`src/rtl/ahb_pkg.sv`:
```
// Shared AHB-Lite constants and request/response record types for the
// initiator-side bridge and its response FIFO.
package ahb_pkg;

  localparam logic [1:0] HTRANS_IDLE   = 2'b00;
  localparam logic [1:0] HTRANS_NONSEQ = 2'b10;
  localparam logic [1:0] HRESP_OKAY    = 2'b00;
  localparam logic [1:0] HRESP_ERROR   = 2'b01;
  localparam logic [2:0] HSIZE_WORD    = 3'b010;
  localparam logic [2:0] HBURST_SINGLE = 3'b000;

  typedef struct packed {
    logic        we;
    logic [29:0] addr;
    logic [31:0] wdata;
  } ahb_req_t;

  typedef struct packed {
    logic [31:0] rdata;
    logic        err;
  } ahb_rsp_t;

  // Word address to AHB byte address (word aligned).
  function automatic logic [31:0] word_to_byte_addr(input logic [29:0] addr);
    return {addr, 2'b00};
  endfunction

endpackage

```
`src/rtl/ahb_rsp_fifo.sv`:
```
// Synchronous response FIFO of ahb_rsp_t records. The head is presented
// combinationally and forced to zero while empty so the consumer side
// never sees stale data. DEPTH must be a power of two (>= 2).
module ahb_rsp_fifo
  import ahb_pkg::*;
#(
  parameter int DEPTH = 4
) (
  input  logic                     clk,
  input  logic                     rst,
  input  logic                     push,
  input  ahb_rsp_t                 push_data,
  input  logic                     pop,
  output logic                     valid,
  output ahb_rsp_t                 head,
  output logic [$clog2(DEPTH):0]   count
);

  localparam int AW = $clog2(DEPTH);
  localparam logic [AW:0] FULL_COUNT = (AW+1)'(DEPTH);

  ahb_rsp_t        mem [DEPTH];
  logic [AW-1:0]   wr_ptr_reg;
  logic [AW-1:0]   rd_ptr_reg;
  logic [AW:0]     count_reg;
  logic            full;
  logic            do_push;
  logic            do_pop;

  assign valid   = (count_reg != '0);
  assign full    = (count_reg == FULL_COUNT);
  assign do_pop  = pop && valid;
  // A push into a full FIFO is only legal when the head leaves in the same cycle.
  assign do_push = push && (!full || do_pop);
  assign head    = valid ? mem[rd_ptr_reg] : '0;
  assign count   = count_reg;

  // Storage write; contents need no reset because reads are gated by valid.
  always_ff @(posedge clk) begin
    if (do_push) begin
      mem[wr_ptr_reg] <= push_data;
    end
  end

  // Pointer and occupancy bookkeeping.
  always_ff @(posedge clk) begin
    if (rst) begin
      wr_ptr_reg <= '0;
      rd_ptr_reg <= '0;
      count_reg  <= '0;
    end else begin
      if (do_push) begin
        wr_ptr_reg <= wr_ptr_reg + AW'(1);
      end
      if (do_pop) begin
        rd_ptr_reg <= rd_ptr_reg + AW'(1);
      end
      case ({do_push, do_pop})
        2'b10:   count_reg <= count_reg + (AW+1)'(1);
        2'b01:   count_reg <= count_reg - (AW+1)'(1);
        default: count_reg <= count_reg;
      endcase
    end
  end

endmodule

```
`src/rtl/ahb_master_bridge.sv`:
```
// Valid/ready word request stream to AHB-Lite master bridge.
// Two pipeline stages: A holds the transfer in its address phase, D the
// transfer in its data phase. A kill bit suppresses the address phase during
// the two-cycle ERROR response so the pending A transfer is re-issued cleanly.
// Responses are returned in order through ahb_rsp_fifo; requests are only
// accepted while FIFO entries plus in-flight transfers stay below RSP_DEPTH.
// Optional: define AHB_ERR_STICKY_EN to add o_err_sticky, which latches the
// first error response and then stops accepting new requests.
module ahb_master_bridge
  import ahb_pkg::*;
#(
  parameter int RSP_DEPTH = 4
) (
  input  logic        i_clk,
  input  logic        i_rst,
  input  logic        i_req_valid,
  output logic        o_req_ready,
  input  logic        i_req_we,
  input  logic [29:0] i_req_addr,
  input  logic [31:0] i_req_wdata,
  output logic        o_rsp_valid,
  input  logic        i_rsp_ready,
  output logic [31:0] o_rsp_rdata,
  output logic        o_rsp_err,
  output logic [31:0] HADDR,
  output logic        HWRITE,
  output logic [1:0]  HTRANS,
  output logic [2:0]  HSIZE,
  output logic [2:0]  HBURST,
  output logic [31:0] HWDATA,
  input  logic [31:0] HRDATA,
  input  logic        HREADY,
  input  logic [1:0]  HRESP
`ifdef AHB_ERR_STICKY_EN
  ,
  output logic        o_err_sticky
`endif
);

  localparam int CW = $clog2(RSP_DEPTH) + 1;
  localparam int SW = CW + 2;

  // Address-phase stage
  logic        a_valid_reg, a_valid_next;
  logic        a_we_reg,    a_we_next;
  logic [29:0] a_addr_reg,  a_addr_next;
  logic [31:0] a_wdata_reg, a_wdata_next;
  // Data-phase stage
  logic        d_valid_reg, d_valid_next;
  logic        d_we_reg,    d_we_next;
  logic [31:0] d_wdata_reg, d_wdata_next;
  // Kill: address phase suppressed while an ERROR response finishes
  logic        kill_reg,    kill_next;

  logic          advance;
  logic          retire;
  logic          req_fire;
  logic          credit_ok;
  logic          issue_block;
  logic [SW-1:0] in_flight;
  logic [CW-1:0] fifo_count;
  ahb_rsp_t      rsp_push_data;
  ahb_rsp_t      rsp_head;
  logic          unused_hresp_hi;

  assign unused_hresp_hi = HRESP[1];

  // Pipeline moves only when the bus completes and no error is unwinding.
  assign advance  = HREADY && !kill_reg;
  // The data phase ends whenever HREADY is high, including the second error cycle.
  assign retire   = d_valid_reg && HREADY;

  // Credit uses registered occupancy only; a same-cycle pop does not free a slot.
  assign in_flight = SW'(fifo_count) + SW'(a_valid_reg) + SW'(d_valid_reg);
  assign credit_ok = (in_flight < SW'(RSP_DEPTH));

  assign o_req_ready = (!a_valid_reg || advance) && credit_ok && !issue_block;
  assign req_fire    = i_req_valid && o_req_ready;

  // Bus outputs come straight from the stage registers, so they hold during waits.
  assign HTRANS = (a_valid_reg && !kill_reg) ? HTRANS_NONSEQ : HTRANS_IDLE;
  assign HADDR  = word_to_byte_addr(a_addr_reg);
  assign HWRITE = a_we_reg;
  assign HSIZE  = HSIZE_WORD;
  assign HBURST = HBURST_SINGLE;
  assign HWDATA = d_wdata_reg;

  // Retired transfer record: writes report zero data.
  always_comb begin
    rsp_push_data       = '0;
    rsp_push_data.rdata = d_we_reg ? 32'h0 : HRDATA;
    rsp_push_data.err   = HRESP[0];
  end

  // Next-state for the A/D stages and the kill bit.
  always_comb begin
    a_valid_next = a_valid_reg;
    a_we_next    = a_we_reg;
    a_addr_next  = a_addr_reg;
    a_wdata_next = a_wdata_reg;
    d_valid_next = d_valid_reg;
    d_we_next    = d_we_reg;
    d_wdata_next = d_wdata_reg;
    kill_next    = kill_reg;

    if (advance) begin
      d_valid_next = a_valid_reg;
      d_we_next    = a_we_reg;
      d_wdata_next = a_wdata_reg;
      a_valid_next = 1'b0;
    end else if (kill_reg && HREADY) begin
      // Second error cycle: D leaves, A stays put for re-issue.
      d_valid_next = 1'b0;
      kill_next    = 1'b0;
    end else if (d_valid_reg && !HREADY && HRESP[0]) begin
      // First error cycle: cancel the pending address phase.
      kill_next = 1'b1;
    end

    if (req_fire) begin
      a_valid_next = 1'b1;
      a_we_next    = i_req_we;
      a_addr_next  = i_req_addr;
      a_wdata_next = i_req_wdata;
    end
  end

  // Stage and kill registers.
  always_ff @(posedge i_clk) begin
    if (i_rst) begin
      a_valid_reg <= 1'b0;
      a_we_reg    <= 1'b0;
      a_addr_reg  <= '0;
      a_wdata_reg <= '0;
      d_valid_reg <= 1'b0;
      d_we_reg    <= 1'b0;
      d_wdata_reg <= '0;
      kill_reg    <= 1'b0;
    end else begin
      a_valid_reg <= a_valid_next;
      a_we_reg    <= a_we_next;
      a_addr_reg  <= a_addr_next;
      a_wdata_reg <= a_wdata_next;
      d_valid_reg <= d_valid_next;
      d_we_reg    <= d_we_next;
      d_wdata_reg <= d_wdata_next;
      kill_reg    <= kill_next;
    end
  end

`ifdef AHB_ERR_STICKY_EN
  logic err_sticky_reg;

  // Latch any error response until reset; in-flight transfers still drain.
  always_ff @(posedge i_clk) begin
    if (i_rst) begin
      err_sticky_reg <= 1'b0;
    end else if (retire && HRESP[0]) begin
      err_sticky_reg <= 1'b1;
    end
  end

  assign issue_block  = err_sticky_reg;
  assign o_err_sticky = err_sticky_reg;
`else
  assign issue_block = 1'b0;
`endif

  ahb_rsp_fifo #(
    .DEPTH(RSP_DEPTH)
  ) u_rsp_fifo (
    .clk       (i_clk),
    .rst       (i_rst),
    .push      (retire),
    .push_data (rsp_push_data),
    .pop       (i_rsp_ready),
    .valid     (o_rsp_valid),
    .head      (rsp_head),
    .count     (fifo_count)
  );

  assign o_rsp_rdata = rsp_head.rdata;
  assign o_rsp_err   = rsp_head.err;

endmodule

```
`config.mk`:
```
export PLATFORM = sky130hd
export DESIGN_NAME = ahb_master_bridge
export DESIGN_NICKNAME = d
export VERILOG_FILES = /design/src/rtl/ahb_pkg.sv /design/src/rtl/ahb_rsp_fifo.sv /design/src/rtl/ahb_master_bridge.sv
export SDC_FILE = /design/constraint.sdc
export NUM_CORES = 1
export LEC_CHECK = 0
export BUFFER_PORTS_ARGS = -buffer_cell sky130_fd_sc_hd__buf_2
export CORE_UTILIZATION = 55
export DETAILED_ROUTE_END_ITERATION = 10
export HOLD_SLACK_MARGIN = 0.12
export PLACE_DENSITY = 0.8
export REMOVE_ABC_BUFFERS = 1
export SLEW_MARGIN = 15
export SYNTH_ARGS = -nofsm -noshare
export SYNTH_HDL_FRONTEND = slang
export SYNTH_SLANG_ARGS = --single-unit
export TNS_END_PERCENT = 20
```
`constraint.sdc`:
```
create_clock -name i_clk -period 3.71 [get_ports i_clk]
set_input_delay 0 -clock i_clk [delete_from_list [all_inputs] [get_ports i_clk]]
set_output_delay 0 -clock i_clk [all_outputs]
set_load 0.05 [all_outputs]
```
# Yosys cells after proc, flatten, opt, wreduce, memory -nomap -nowiden
# Memory sizes are Yosys's and may differ from the RTL's. A register that Yosys moved wholly into a read port is not among the register bits.
# Cells that the tools add are included.
# totals
ramBits	132
output_inout_bits	108
mem_count	1
register_bits	106
# op_classes
n_bitwise	1
reduce_logical	22
magnitude_cmp	1
muxes	14
addsub	6
n_eq_ne	3
# memory_table
name	depth	width	rd	rd_clocked_by_memory_dff	wr	line	source
u_rsp_fifo.mem	4	33	1	1	1	ahb_rsp_fifo.sv:22	ahb_rsp_t mem [DEPTH];
# op_table
cell	n
$mux W33	1
$mux W32	1
$logic_and A1 B1 Y1	10
$mux W1	8
$reduce_bool A2 Y1	4
$mux W2	3
$pmux W3 S2	1
$add A4 B1 Y5	1
$lt A5 B3 Y1 const B	1
$add A2 B1 Y2 const B	2
$add A3 B1 Y4	1
$logic_not A1 Y1	4
$add A3 B1 Y3 const B	1
$eq A3 B3 Y1 const B	1
$reduce_bool A3 Y1	1
$sub A3 B1 Y3 const B	1
$eq A2 B1 Y1 const B	1
$eq A2 B2 Y1 const B	1
$logic_or A1 B1 Y1	2
$reduce_and A2 Y1	1
$not A1 Y1	1

# Longest topological paths before layout
# depth
depth_word	6
ltp_mapped	10

# Modules after synthesis
# From an unflattened synthesis, not the netlist that was laid out.
# hier_totals
hier_cells	759
area_unflattened_um2	10085.9
# by_module_without_submodules
mod	seq_area_each_um2	cells_per_inst	n_inst	area_per_inst_um2
ahb_rsp_fifo	4144.0	277	1	5620.4
ahb_master_bridge	1981.9	482	1	4465.5

# Worst setup path after synthesis
# Ideal clock, no wire load.
# synth_timing
path_type	register -> register
from	register u_rsp_fifo.count_reg[1], in the netlist u_rsp_fifo.count[1]
to	register u_rsp_fifo.count_reg[2], in the netlist u_rsp_fifo.count[2]
arrival_time_ns	2.108
path_stages_with_launch	11
required_ns	3.640
setup_time_ns	0.070
path_buffers	1
slack_ns	1.532
path_cell_list	dfxtp_1 -> buf_2 -> nor4b_1 -> nor2_1 -> inv_1 -> ha_1 -> inv_1 -> fa_1 -> xor2_1 -> or3_1 -> a21oi_1
# synth_between
elab_chain_cells	6
elab_cells_between_ends	12
# synth_rtl
item	line	source
start, declared	ahb_rsp_fifo.sv:25	logic [AW:0] count_reg;
start signal, assigned	ahb_rsp_fifo.sv:59	2'b10: count_reg <= count_reg + (AW+1)'(1);
start signal, assigned	ahb_rsp_fifo.sv:60	2'b01: count_reg <= count_reg - (AW+1)'(1);
start signal, assigned	ahb_rsp_fifo.sv:61	default: count_reg <= count_reg;
$eq A3 B3 Y1 / $reduce_bool A3 Y1 (equally long branches)	ahb_rsp_fifo.sv:31, ahb_rsp_fifo.sv:30	
$logic_not A1 Y1 / $logic_and A1 B1 Y1 (equally long branches)	ahb_rsp_fifo.sv:34, ahb_rsp_fifo.sv:32	
$logic_or A1 B1 Y1	ahb_rsp_fifo.sv:34	assign do_push = push && (!full || do_pop);
$logic_and A1 B1 Y1	ahb_rsp_fifo.sv:34	
$eq A2 B1 Y1 / $eq A2 B2 Y1 (equally long branches)	ahb_rsp_fifo.sv:58	case ({do_push, do_pop})
$pmux W3 S2 / $reduce_bool A2 Y1 (equally long branches)	n/a	
# Parallel ways exist; a longest one is shown, timed or not.
# A chain may end at the register's enable or synchronous reset.

# Worst setup path in the final report
# layout_timing
from	register u_rsp_fifo.count_reg[0], in the netlist u_rsp_fifo.count[0]
to	register a_wdata_reg[17]
# layout_between
elab_chain_cells	5
# layout_rtl
item	line	source
$add A3 B1 Y4	ahb_master_bridge.sv:74	assign in_flight = SW'(fifo_count) + SW'(a_valid_reg) + SW'(d_valid_reg);
$add A4 B1 Y5	ahb_master_bridge.sv:74	
$lt A5 B3 Y1	ahb_master_bridge.sv:75	assign credit_ok = (in_flight < SW'(RSP_DEPTH));
$logic_and A1 B1 Y1	ahb_master_bridge.sv:77	assign o_req_ready = (!a_valid_reg || advance) && credit_ok && !issue_block;
$logic_and A1 B1 Y1	ahb_master_bridge.sv:78	assign req_fire = i_req_valid && o_req_ready;
end signal, assigned	ahb_master_bridge.sv:143	a_wdata_reg <= a_wdata_next;
end, declared	ahb_master_bridge.sv:47	logic [31:0] a_wdata_reg, a_wdata_next;
# No other way between the ends.

==> out/results.tsv <==
stage	metric	value	unit
outcome	status	completed	
worst_setup_path	crit_arrival	2830	ps
worst_hold_path	hold_class	in -> reg	
synthesis	yosysSeqAreaShare	61.7	%
worst_setup_path	crit_required	4120	ps
place	place_hpwl	11400	µm
worst_setup_path	reg2reg_setup_slack	1300	ps
synthesis	synth-edff-count	132	
finish	num_antenna_cells	0	
drt	antenna_left	0	
drt	firstDrtPassIters	4	
timing	relSlewSlack	27.5	%
timing	skew	7.44	ps
synthesis	synth_area_leader_cell	edfxtp_1	
floorplan	start_util	56.8	%
synthesis	ys_warn_count	0	
synthesis	synthTopCellsByArea	edfxtp_1, dfxtp_1, nand2b_1	
finish	largest_reg_flops	132	
floorplan	dieArea	18600	µm²
timing	slew_violations	0	
worst_setup_path	path_class	reg -> reg	
flow_run	drv_cap	0	
global_route	grt_max_degree	92	
global_route	grtUsageTotal	23.2	%
global_route	antenna_found_initial	0	
synthesis	synthArstFlopShare	0	%
global_route	grt_pass1_vias	6686	
cts	cts_tree	done	
drt	viasPerCell	5.12	
synthesis	ys.flop_type	edfxtp_1	
power_and_ir_drop	power_per_cell_area	501	nW/µm²
floorplan	coreArea	17500	µm²
floorplan	die_y	136	µm
cts	cts_buffers	24	
worst_setup_path	r2r-start	u_rsp_fifo.count[0]	
worst_setup_path	worstReg2RegEnd	a_wdata_reg[17]	
worst_hold_path	hold-path-cell-count	4	
floorplan	die_w	136	µm
drt	drt-total-wl	21500	µm
drt	drtIter0Drc	312	
synthesis	syn-cell-area	9930	µm²
timing	max_clock_freq	414	MHz
cts	clockBufferDepth	3	
timing	hold_viol_final	0	
power_and_ir_drop	leakage	5.08	nW
cts	path_clk_slew	60	ps
synthesis	yosys-top-cells-count	edfxtp_1, nand2b_1, dfxtp_1	
timing	worst_slew_pin_slew	1090	ps
finish	synthToLayoutAreaGrowth	28.9	%
cts	cts_sinks	240	
place	io_buffers	199	
finish	nets	1142	
cts	root_buffer	clkbuf_16	
drt	num_vias	6534	
floorplan	rows	48	
cts	clk_latency	500	ps
global_route	grt_pass1_wl	33400	µm
finish	stdcell_area	12800	µm²
timing	min_period	2410	ps
place	dpl-instance-area	10900	µm²
finish	final_core_util	73.3	%
power_and_ir_drop	irDropWorstVdd	0.000422	V
timing	setup_viol	0	
place	dpl.cell_count	1132	
worst_hold_path	hold_end	a_wdata_reg[13]	
cts	cts-resized-gates	0	
place	dp_worst_setup_slack	1360	ps
timing	layout_setup_ws	1300	ps
place	gp_congestion	0.739	
drt	route.detailed.drc	0	
worst_hold_path	min-delay-start	i_req_wdata[13]	
synthesis	postSynthCellCount	749	
floorplan	num_io_pins	210	
finish	final_cell_count_no_fill	1276	
timing	rsz0062_at_grt	false	
synthesis	synth-seq-cells	240	
timing	fin_crit_sh	65.1	%
finish	drive_gt1_share	27.3	%
synthesis	synth_cell_types	33	
worst_setup_path	end_kind	register	
drt	post_drt_wl_per_cell	16.9	µm
worst_setup_path	critPathLaunchType	register	
worst_setup_path	r2r_cells	5	
timing	tns	0	ps
synthesis	synthMostInstantiatedCell	edfxtp_1	
global_route	gr-total-overflow	0	
worst_setup_path	cp_max_fo	51	
synthesis	avgSynthCellArea	13.3	µm²
synthesis	post-synth-top-area-fraction	39.9	%
cts	htree_levels	1	
-- per-layer routing --
layer / part of all wire, % / vias up / global-route usage, %
li1: - / 3152 / -
met1: 41 / 3145 / 27.4
met2: 50 / 214 / 41.9
met3: 8.0 / 23 / 6.60
met4: 1.1 / 0 / 4.44
met5: 0 / - / 0
-- metrics by stage --
step	total power, W	hold WS (ps)
detailed placement	0.00375	249
CTS	0.00644	280
finish	0.00641	302
floorplan	0.00353	69.1
global route	0.00662	297
global placement	0.00374	237
-- placed cells by master (no fill, tap or decap), types with 2 or more instances in the layout --
| cell | count |
|---|---|
| edfxtp_1 | 132 |
| xor2_1 | 4 |
| ha_1 | 6 |
| mux4_2 | 33 |
| nor2b_1 | 66 |
| conb_1 | 9 |
| clkinv_1 | 6 |
| bufinv_16 | 6 |
| a21oi_1 | 39 |
| nand2b_1 | 128 |
| nor2_1 | 8 |
| inv_1 | 8 |
| clkinv_2 | 3 |
| dlygate4sd3_1 | 100 |
| clkbuf_16 | 25 |
| buf_2 | 198 |
| clkbuf_1 | 3 |
| nand2_1 | 69 |
| dfxtp_2 | 2 |
| o21ai_0 | 3 |
| buf_4 | 11 |
| mux2i_1 | 64 |
| nand3_1 | 2 |
| and2_1 | 2 |
| dfxtp_1 | 106 |
| and3_2 | 4 |
-- area by class of cell --
cell class / count / area, µm²
clock buffer: 28 / 637
clock inverter: 16 / 226
fill: 1097 / 4670
inverter: 8 / 30.0
multi-input combinational: 450 / 3430
sequential: 240 / 6130
tap: 225 / 282
timing repair buffer: 309 / 2070
-- cells by family (layout without fill, tap and decap cells) --
family	count (synthesis)	after routing	synth area share, %
AND/OR/NAND/NOR	285	285	16.0
buffers and inverters	66	361	4.18
multiplexers	97	97	13.9
adder cells (fa/ha/maj)	7	7	0.957
AO/OA/AOI/OAI	48	48	2.81
XOR/XNOR	4	4	0.353
flip-flops	240	240	61.7
other	2	9	0.0756
-- critical path, cell delays in order, from the launching register on --
cell	delay, ps
dfxtp_1	480
ha_1	300
a21o_1	220
a221oi_4	240
buf_4	740
mux2i_1	320
-- worst max path at each step --
stage | cells after the start | start | end
after floorplan | 3 | kill_reg | HWRITE
after global placement | 5 | u_rsp_fifo.count[0] | a_wdata_reg[8]
after detailed placement | 5 | u_rsp_fifo.count[0] | a_wdata_reg[20]
after CTS | 5 | u_rsp_fifo.count[0] | a_wdata_reg[17]
after global routing | 9 | u_rsp_fifo.count[1] | u_rsp_fifo.count[2]
final | 5 | u_rsp_fifo.count[0] | a_wdata_reg[17]
-- repair_timing --
item	4_1_cts	5_1_grt
buffers inserted	0	0
hold buffers	100	0
hold endpoints to repair	215	0
-- report_power, final --
group / internal [W] / leakage [nW] / switching (W)
Sequential: 0.00288 / 2.08 / 0.0000467
Clock: 0.00164 / 0.422 / 0.000981
Combinational: 0.000321 / 2.58 / 0.000540
(Power assumes the default switching activity.)
